===== config.mk =====
export PLATFORM = sky130hd
export DESIGN_NAME = adder_requester
export DESIGN_NICKNAME = d
export VERILOG_FILES = /design/src/rtl/adder_requester.sv
export SDC_FILE = /design/constraint.sdc
export NUM_CORES = 1
export LEC_CHECK = 0
export CAP_MARGIN = 40
export CORE_ASPECT_RATIO = 0.7
export CORE_MARGIN = 2
export CORE_UTILIZATION = 42
export DETAILED_ROUTE_END_ITERATION = 6
export PLACE_DENSITY = 0.84
export SETUP_SLACK_MARGIN = 0.1
export SLEW_MARGIN = 20
export SYNTH_ARGS = -nofsm -noshare
export SYNTH_HDL_FRONTEND = slang
export SYNTH_SLANG_ARGS = --single-unit

===== constraint.sdc =====
create_clock -name i_clk -period 2 [get_ports i_clk]
set_input_delay 0.2 -clock i_clk [delete_from_list [all_inputs] [get_ports i_clk]]
set_output_delay 0.2 -clock i_clk [all_outputs]
set_load 0.02 [all_outputs]

===== src/rtl/adder_requester.sv =====
// adder_requester: synchronous initiator for a dynamic self-timed adder.
//   Latches one operand pair, pulses F to restart the adder timer, raises request, captures
//   sum/cout after add_rel is seen high on two consecutive edges, then holds the result.
//   A watchdog ends WAIT after MAX_WAIT cycles with out_timeout=1 and a zero result.
//   One transaction in flight; the result is held stable until out_ready.
// Ports:
//   i_clk, i_rst_n                          clock, async active-low reset
//   i_in_valid/o_in_ready, i_in_a/b/cin     upstream operand handshake
//   o_a, o_b, o_cin, o_f, o_request         drive to the adder
//   i_add_rel, i_add_sum, i_add_cout        adder release and result bus
//   o_out_valid/i_out_ready, o_out_sum/cout/timeout   downstream result handshake
module adder_requester #(
  parameter int WIDTH    = 32,
  parameter int F_CYCLES = 2,
  parameter int MAX_WAIT = 64
) (
  input  logic             i_clk,
  input  logic             i_rst_n,
  input  logic             i_in_valid,
  output logic             o_in_ready,
  input  logic [WIDTH-1:0] i_in_a,
  input  logic [WIDTH-1:0] i_in_b,
  input  logic             i_in_cin,
  output logic [WIDTH-1:0] o_a,
  output logic [WIDTH-1:0] o_b,
  output logic             o_cin,
  output logic             o_f,
  output logic             o_request,
  input  logic             i_add_rel,
  input  logic [WIDTH-1:0] i_add_sum,
  input  logic             i_add_cout,
  output logic             o_out_valid,
  input  logic             i_out_ready,
  output logic [WIDTH-1:0] o_out_sum,
  output logic             o_out_cout,
  output logic             o_out_timeout
);

  localparam int CW = $clog2(MAX_WAIT + 1);
  localparam int FW = (F_CYCLES > 1) ? $clog2(F_CYCLES + 1) : 1;

  localparam logic [CW-1:0] CNT_LAST = CW'(MAX_WAIT - 1);
  localparam logic [CW-1:0] CNT_MAX  = CW'(MAX_WAIT);
  localparam logic [FW-1:0] F_LAST   = FW'(F_CYCLES - 1);

  localparam logic [1:0] S_IDLE   = 2'd0;
  localparam logic [1:0] S_LAUNCH = 2'd1;
  localparam logic [1:0] S_WAIT   = 2'd2;
  localparam logic [1:0] S_HOLD   = 2'd3;

  logic [1:0]    r_state;
  logic [1:0]    w_state_nxt;
  logic [CW-1:0] r_cnt;
  logic [FW-1:0] r_fcnt;
  logic          r_rel_q;
  logic          r_in_ready;

  logic w_accept;
  logic w_f_done;
  logic w_capture;
  logic w_timeout;
  logic w_release;

  assign w_accept  = (r_state == S_IDLE) && i_in_valid && r_in_ready;
  assign w_f_done  = (r_state == S_LAUNCH) && (r_fcnt == F_LAST);
  // Release must be seen on this edge and the previous one; a lone pulse only reloads the filter.
  assign w_capture = (r_state == S_WAIT) && i_add_rel && r_rel_q;
  // Fires on the edge where the counter would reach MAX_WAIT, so WAIT lasts MAX_WAIT cycles.
  assign w_timeout = (r_state == S_WAIT) && (r_cnt >= CNT_LAST);
  assign w_release = (r_state == S_HOLD) && i_out_ready;

  always_comb begin
    w_state_nxt = r_state;
    case (r_state)
      S_IDLE:   if (w_accept)               w_state_nxt = S_LAUNCH;
      S_LAUNCH: if (w_f_done)               w_state_nxt = S_WAIT;
      S_WAIT:   if (w_capture || w_timeout) w_state_nxt = S_HOLD;
      S_HOLD:   if (w_release)              w_state_nxt = S_IDLE;
      default:                              w_state_nxt = S_IDLE;
    endcase
  end

  always_ff @(posedge i_clk or negedge i_rst_n) begin
    if (!i_rst_n) begin
      r_state    <= S_IDLE;
      r_in_ready <= 1'b0;
    end else begin
      r_state    <= w_state_nxt;
      // Registered so that in_ready stays low through reset and rises on the first clock after.
      r_in_ready <= (w_state_nxt == S_IDLE);
    end
  end

  // Operand registers: loaded only on accept, so A/B/Cin are stable through LAUNCH and WAIT.
  always_ff @(posedge i_clk or negedge i_rst_n) begin
    if (!i_rst_n) begin
      o_a   <= '0;
      o_b   <= '0;
      o_cin <= 1'b0;
    end else if (w_accept) begin
      o_a   <= i_in_a;
      o_b   <= i_in_b;
      o_cin <= i_in_cin;
    end
  end

  always_ff @(posedge i_clk or negedge i_rst_n) begin
    if (!i_rst_n) begin
      r_cnt   <= '0;
      r_fcnt  <= '0;
      r_rel_q <= 1'b0;
    end else begin
      if (w_accept) begin
        r_cnt  <= '0;
        r_fcnt <= '0;
      end else begin
        if (r_state == S_LAUNCH) r_fcnt <= r_fcnt + 1'b1;
        if ((r_state == S_WAIT) && (r_cnt != CNT_MAX)) r_cnt <= r_cnt + 1'b1;
      end
      // Filter is only armed while WAITing so a stale release never leaks into the next launch.
      r_rel_q <= (r_state == S_WAIT) && i_add_rel;
    end
  end

  // Result registers: the adder bus is only sampled on a qualified capture, never when floating.
  always_ff @(posedge i_clk or negedge i_rst_n) begin
    if (!i_rst_n) begin
      o_out_sum     <= '0;
      o_out_cout    <= 1'b0;
      o_out_timeout <= 1'b0;
    end else if (w_capture) begin
      o_out_sum     <= i_add_sum;
      o_out_cout    <= i_add_cout;
      o_out_timeout <= 1'b0;
    end else if (w_timeout) begin
      o_out_sum     <= '0;
      o_out_cout    <= 1'b0;
      o_out_timeout <= 1'b1;
    end
  end

  assign o_in_ready  = r_in_ready;
  assign o_f         = (r_state == S_LAUNCH);
  assign o_request   = (r_state == S_WAIT);
  assign o_out_valid = (r_state == S_HOLD);

endmodule

Word level (Yosys, flattened, before mapping)
Index checks and enable logic that the tools add are counted.
{"block": "word_totals", "inputBits": 103, "reg_bits": 112, "wordCells": 48, "output_inout_bits": 103}
{"block": "classes", "muxes": 15, "addsub": 2, "reduce_logical": 14, "n_lt_le_gt_ge": 1, "n_eq_ne": 5}
{"operator": "32-bit 2-to-1 mux", "n": 2}
{"operator": "7-bit 2-to-1 mux", "n": 2}
{"operator": "2-bit 2-to-1 mux", "n": 6}
{"operator": "1-bit logical AND", "n": 8}
{"operator": "2-bit one-hot mux with 4 select lines", "n": 1}
{"operator": "7-bit by 1-bit adder with 7-bit output (second input constant)", "n": 1}
{"operator": "7-bit by 6-bit >= comparator with 1-bit output (second input constant)", "n": 1}
{"operator": "7-bit inequality test (second input constant)", "n": 1}
{"operator": "2-bit nonzero test", "n": 3}
{"operator": "2-bit by 1-bit equality test with 1-bit output (second input constant)", "n": 2}
{"operator": "2-bit equality test (second input constant)", "n": 2}
{"operator": "2-bit zero test", "n": 2}
{"operator": "1-bit 2-to-1 mux", "n": 4}
{"operator": "2-bit by 1-bit adder with 2-bit output (second input constant)", "n": 1}
{"operator": "1-bit logical OR", "n": 1}

Longest topological paths before layout
Gate-level depths: netlist of the first run.
{"block": "logic_depth", "word_depth": 7, "mapped_depth": 6, "mapped_depth_nobuf": 5}

Least setup slack after synthesis of the first run
OpenSTA, ideal clock, no wires.
{"block": "synth_timing", "kind": "register to register", "from": "reg r_cnt[0]", "to": "reg o_out_sum[10]", "t_required_ns": 1.934, "arrival_ns": 1.558, "period_less_slack_ns": 1.625, "path_buffers": 1, "setup_ns": 0.066, "path_stages_with_launch": 6, "path_slack_ns": 0.375, "cell_sequence": "dfrtp_1 -> ha_1 -> a21o_1 -> a221oi_4 -> buf_2 -> a221o_1"}
{"block": "synth_via", "elab_chain_cells": 3}
{"element": "start: declaration", "line": "53", "rtl": "logic [CW-1:0] r_cnt;"}
{"element": "start signal: assignment", "line": "118", "rtl": "if ((r_state == S_WAIT) && (r_cnt != CNT_MAX)) r_cnt <= r_cnt + 1'b1;"}
{"element": "7-bit by 6-bit >= comparator with 1-bit output", "line": "69", "rtl": "assign w_timeout = (r_state == S_WAIT) && (r_cnt >= CNT_LAST);"}
{"element": "1-bit logical AND", "line": "69"}
{"element": "2-bit nonzero test (no source line)"}
{"element": "end signal: assignment", "line": "132", "rtl": "o_out_sum <= i_add_sum;"}
{"element": "end: declaration", "line": "34", "rtl": "output logic [WIDTH-1:0] o_out_sum,"}
Every way passes these cells.
A chain may end at the register's enable or synchronous reset.

Final worst setup path of the first run
{"block": "layout_timing", "from": "reg r_cnt[0]", "to": "reg o_out_sum[25]"}
The elaborated chain is that of the path after synthesis.

==> impl_metrics.env, run 1 <==
export IMPL_sw_frac_of_total_pct=36.9
export IMPL_peakVddDrop_mv=0.807
export IMPL_ys_warn_count=0
export IMPL_syn_num_nets=573
export IMPL_p_comb_share_pct=44.1
export IMPL_hold_violations=0
export IMPL_initial_core_util_pct=42.8
export IMPL_fp_dieArea_sq_mm=0.0120
export IMPL_die_h_microns=92.1
export IMPL_status="completed"
export IMPL_utilization_pct=66.5
export IMPL_setup_ws_ps=236
export IMPL_grt_usage_pct=21.5
export IMPL_vias=4067
export IMPL_path_cells="ha_1 -> a21o_1 -> a221oi_4 -> buf_4 -> a221o_1"
export IMPL_syn_area_per_cell_sq_um=9.97
export IMPL_clkLatencyLatePin_ps=340
export IMPL_cap_viol_max_count=0
export IMPL_cts_buffers_inserted=9
export IMPL_cts_sinks=112
export IMPL_rsz0062_at_grt="false"
export IMPL_wl_microns=12500
export IMPL_clkTransAtPathRegs_ps=70
export IMPL_first_pass_iters=4
export IMPL_syn2layout_area_growth_pct=55.5
export IMPL_crit_path_max_incr_delay_ps=460
export IMPL_place_congestion=0.814
export IMPL_syn_instance_count=467
export IMPL_route_detailed_drc=0
export IMPL_endpoint_kind="flip-flop"
export IMPL_clock_root_buffer="clkbuf_16"
export IMPL_ios=206
export IMPL_max_freq_mhz=567
export IMPL_final_nets=773
export IMPL_seq_power_share_pct=37.1
export IMPL_path_class="reg -> reg"
export IMPL_place_area_sq_mm=0.00693
export IMPL_start_kind="flip-flop"
export IMPL_synth_seq_area_share_pct=60.2
export IMPL_antenna_found_initial=0
export IMPL_drv_slew=0
export IMPL_cp_required_ps=2270
export IMPL_cp_slowest_cell="dfrtp_1"
export IMPL_slew_headroom_pct=54.1
export IMPL_p_leak_nw=3.17
export IMPL_n_antenna_cell=0
export IMPL_htreeDepth=3
export IMPL_finClkSkew_ps=6.00
export IMPL_portBuffers=205
export IMPL_setup_tns_final_ps=0
export IMPL_clock_path_buffers=2
export IMPL_hold_path_class="in -> async"
export IMPL_hold_ws_ps=380
export IMPL_die_w_microns=130
export IMPL_crit_arrival_ps=2030
export IMPL_critPathBufInv=1
export IMPL_power_density_mw_per_mm2=1320
export IMPL_fin_crit_ps=1760
export IMPL_ant_nets=0
export IMPL_ys_types=37
export IMPL_cp_top_family="compound AO/OA/AOI/OAI gates"
export IMPL_design_area_sq_mm=0.00724
export IMPL_final_cell_mix="201 x clkdlybuf4s50_1, 199 x nand2_1, 110 x dfrtp_1"
export IMPL_grt_pass1_vias=4135
export IMPL_hpwl_microns=8850
export IMPL_grt_pass1_wl_microns=20300
export IMPL_grt_overflow=0
export IMPL_cts_setup_buffers=0
export IMPL_vias_per_cell=4.93
export IMPL_p_switching_w=0.00353
export IMPL_rows=32
export IMPL_setup_viol=0
export IMPL_worstMarginPinSlew_ps=689
export IMPL_layout_drive_gt1_share_pct=5.51
export IMPL_cp_max_fo=11
export IMPL_avgRoutedWirePerCell_microns=15.2
export IMPL_synth_seq_cells=112
export IMPL_dr_first_iter_drc_count=166
export IMPL_post_place_ws_ps=191
export IMPL_period_share_pct=88.2
export IMPL_clkPwrFrac_pct=18.8
export IMPL_syn_area_sq_mm=0.00466
export IMPL_cts_tree="done"
export IMPL_grt_max_degree=73
export IMPL_final_common_cell="clkdlybuf4s50_1"
export IMPL_p_int_w=0.00605
export IMPL_core_area_sq_mm=0.0109
[sequential cells by signal (all words and copies together), names as in the netlist, 2 cells and up]
signal	flops
o_a	32
o_b	32
o_out_sum	32
r_cnt	7
r_fcnt	2
r_state	2
[worst reg2reg max path, stage by stage, from the launching register on]
cell and delay [ps]:
dfrtp_1 460, ha_1 290, a21o_1 210, a221oi_4 320
buf_4 250, a221o_1 180
[repair_timing]
item	CTS	global route
cloned	0	0
hold buffers	1	0
endpoints found under the hold margin	38	0
pin swaps	0	0
gates resized for setup	4	1
endpoints found under the setup margin	3	1
[final timing paths]
kind | from | end | slack [ps] | depth (start not counted)
min in group i_clk | i_in_a[16] | o_a[16] | 380 | 3
min | i_rst_n | o_b[18] | 380 | 2
max | r_cnt[0] | o_out_sum[25] | 240 | 5
max in group asynchronous | i_rst_n | o_a[24] | 980 | 3
max reg2reg | r_cnt[0] | o_out_sum[25] | 240 | 5
min reg2reg | o_b[14] | o_b[14] | 480 | 2
[per-stage QoR]
| step | power (W) | cells |
|---|---|---|
| global route | 0.0102 | 825 |
| detailed placement | 0.00784 | 808 |
| floorplan | 0.00570 | 467 |
| finish | 0.00958 | 825 |
| CTS | 0.00968 | 825 |
| global placement | 0.00769 | 808 |
[cell usage after synthesis (all sizes together)]
master   instances  area, sq um
a211oi           4         30.0
a21o             2         15.0
a21oi            8         40.0
a221o           33          330
a221oi           1         26.3
and2            35          219
and3             2         12.5
and4             1         8.76
buf             17          103
clkbuf          10         37.5
dfrtp          112         2800
ha               3         37.5
inv              7         26.3
mux2i            1         10.0
nand2          199          747
nand2b           2         20.0
nand3            3         15.0
nand3b           1         7.51
nand4            1         6.26
nand4b           1         8.76
nand4bb          1         11.3
nor2             4         15.0
nor2b            1         6.26
nor3             1         5.00
nor4bb           1         10.0
o2111ai          1         8.76
o211ai           1         7.51
o21ai            6         30.0
or2              1         6.26
or3              5         32.5
or4b             1         13.8
xnor2            1         8.76
[metal layers]
layer	share of wire, %	global-route usage [%]	vias to the layer above	wire length [microns]
met3	9.0	8.34	22	1130
li1	-	-	1948	-
met1	42	28.0	1935	5300
met4	1.9	6.18	0	241
met5	0	0	-	0
met2	47	33.6	162	5870
[logic make-up after synthesis]
kind of cell	synth area share, %
and+or+nand+nor	24.6
DFF	60.2
AOI/OAI and AO/OA	10.5
buffers and inverters	3.57
adders and majority gates	0.806
xor gates and xnor gates	0.188
muxes	0.215
[final cells by class]
cell class	instances	area (sq um)
fill	825	3650
sequential	112	2810
tap	153	191
inverter	7	26.3
clock inverter	7	78.8
multi-input combinational	321	1720
clock buffer	9	225
timing repair buffer	216	2200
[power by group through the flow]
stage,Combinational (W),Clock [W],Sequential [W]
2_1_floorplan,0.00141,0,0.00428
3_3_place_gp,0.00416,0,0.00353
3_5_place_dp,0.00427,0,0.00357
4_1_cts,0.00427,0.00185,0.00355
5_1_grt,0.00459,0.00195,0.00366
6_report,0.00423,0.00180,0.00355
(Power assumes the default switching activity.)
==> inputs of run 2 (changes only) <==
- CORE_UTILIZATION: 42 -> 40
- PLACE_DENSITY: 0.84 -> 0.81
==> impl_metrics.env, run 2 (synthesis results as in run 1) <==
export IMPL_status="completed"
export IMPL_slew_headroom_pct=69.5
export IMPL_die_w_microns=133
export IMPL_clock_path_buffers=2
export IMPL_portBuffers=205
export IMPL_avgRoutedWirePerCell_microns=15.5
export IMPL_hold_ws_ps=359
export IMPL_htreeDepth=3
export IMPL_wl_met2_microns=6090
export IMPL_met1_length_microns=5640
export IMPL_post_place_ws_ps=289
export IMPL_vias=4128
export IMPL_crit_arrival_ps=2010
export IMPL_dr_first_iter_drc_count=176
export IMPL_cap_viol_max_count=0
export IMPL_vias_per_cell=4.99
export IMPL_power_density_mw_per_mm2=1320
export IMPL_core_area_sq_mm=0.0112
export IMPL_setup_ws_ps=260
export IMPL_finClkSkew_ps=4.98
export IMPL_grt_overflow=0
export IMPL_n_antenna_cell=0
export IMPL_path_cells="ha_1 -> a21o_1 -> a221oi_4 -> buf_12 -> a221o_1"
export IMPL_max_freq_mhz=575
export IMPL_hold_path_class="in -> async"
export IMPL_multi_input_area_sq_mm=0.00172
export IMPL_final_nets=776
export IMPL_cts_buffers_inserted=9
export IMPL_cp_required_ps=2270
export IMPL_cts_tree="done"
export IMPL_route_detailed_drc=0
export IMPL_path_class="reg -> reg"
export IMPL_r2r_slack_ps=260
export IMPL_utilization_pct=64.7
export IMPL_rsz0062_at_grt="false"
export IMPL_seq_area_sq_mm=0.00281
export IMPL_grt_usage_pct=21.0
export IMPL_crit_path_max_incr_delay_ps=460
export IMPL_initial_core_util_pct=41.7
export IMPL_p_leak_nw=3.18
export IMPL_topRoutingLayerUsed="met4"
export IMPL_top_regs="o_a x32, o_b x32, o_out_sum x32"
export IMPL_final_cell_mix="201 x clkdlybuf4s50_1, 199 x nand2_1, 110 x dfrtp_1"
export IMPL_endpoint_kind="flip-flop"
export IMPL_fillCellCount=860
export IMPL_peakVddDrop_mv=0.831
export IMPL_place_congestion=0.840
export IMPL_grt_max_degree=67
export IMPL_clkLatencyLatePin_ps=340
export IMPL_fp_dieArea_sq_mm=0.0125
export IMPL_cp_slowest_cell="dfrtp_1"
export IMPL_grt_pass1_vias=4011
export IMPL_ios=206
export IMPL_period_share_pct=87.0
export IMPL_dp_cells=811
export IMPL_clkTransAtPathRegs_ps=70
export IMPL_cts_sinks=112
export IMPL_fin_crit_ps=1740
export IMPL_layout_drive_gt1_share_pct=5.78
export IMPL_hpwl_microns=9310
export IMPL_final_common_cell="clkdlybuf4s50_1"
export IMPL_setup_viol=0
export IMPL_ant_nets=0
export IMPL_wl_met3_microns=1070
export IMPL_die_h_microns=94.3
export IMPL_rows=32
export IMPL_clock_root_buffer="clkbuf_16"
export IMPL_grt_pass1_wl_microns=20800
export IMPL_hold_violations=0
export IMPL_cts_setup_buffers=0
export IMPL_finalNonFillerCells=828
export IMPL_drv_slew=0
export IMPL_syn2layout_area_growth_pct=55.3
export IMPL_setup_tns_final_ps=0
export IMPL_antenna_found_initial=0
export IMPL_cp_max_fo=34
export IMPL_first_pass_iters=4
export IMPL_wl_microns=12800
export IMPL_worstMarginPinSlew_ps=457
export IMPL_start_kind="flip-flop"
[run 2: power by group]
group / internal, W / total [W] / switching [W] / leakage, nW
Clock: 0.000893 / 0.00171 / 0.000815 / 0.137
Sequential: 0.00302 / 0.00356 / 0.000549 / 1.29
Combinational: 0.00207 / 0.00425 / 0.00219 / 1.75
[run 2: per-layer routing]
metal | up-vias | global-route usage (%)
li1 | 1954 | -
met1 | 2003 | 27.4
met2 | 167 | 34.2
met3 | 4 | 7.77
met4 | 0 | 3.41
met5 | - | 0
[run 2: repair_timing]
action | 4_1_cts | 5_1_grt
endpoints found under the hold margin | 33 | 0
cloned | 0 | 0
resized for setup | 4 | 1
hold buffers | 1 | 0
endpoints found under the setup margin | 3 | 1
[run 2: path summary, 6_finish.rpt]
| check | start | endpoint | cells past startpoint |
|---|---|---|---|
| max in group asynchronous | i_rst_n | o_a[27] | 3 |
| worst min register to register | o_a[4] | o_a[4] | 2 |
| worst min-delay path | i_rst_n | o_out_sum[20] | 2 |
| min in group i_clk | i_in_b[23] | o_b[23] | 3 |
| worst max-delay path | r_cnt[0] | o_out_sum[21] | 5 |
| worst max register to register | r_cnt[0] | o_out_sum[21] | 5 |
[run 2: worst max-delay path, delay by kind of cell (launching register included)]
kind | cells | cell delay (ps)
fa+ha+maj | 1 | 270
compound gates | 3 | 700
flops | 1 | 460
buf+inv | 1 | 230
[run 2: per-stage QoR]
stage	area (sq um)	total power (W)
after floorplan	4660	0.00570
after global placement	6940	0.00772
after detailed placement	6940	0.00788
after CTS	7230	0.00963
after global routing	7230	0.0101
final	7230	0.00952
[run 2: final cells by class]
class | count | share of cell area (%)
clock buffer | 11 | 3.36
inverter | 7 | 0.363
sequential | 112 | 38.8
tap | 153 | 2.65
multi-input combinational | 321 | 23.8
clock inverter | 5 | 0.536
timing repair buffer | 219 | 30.5
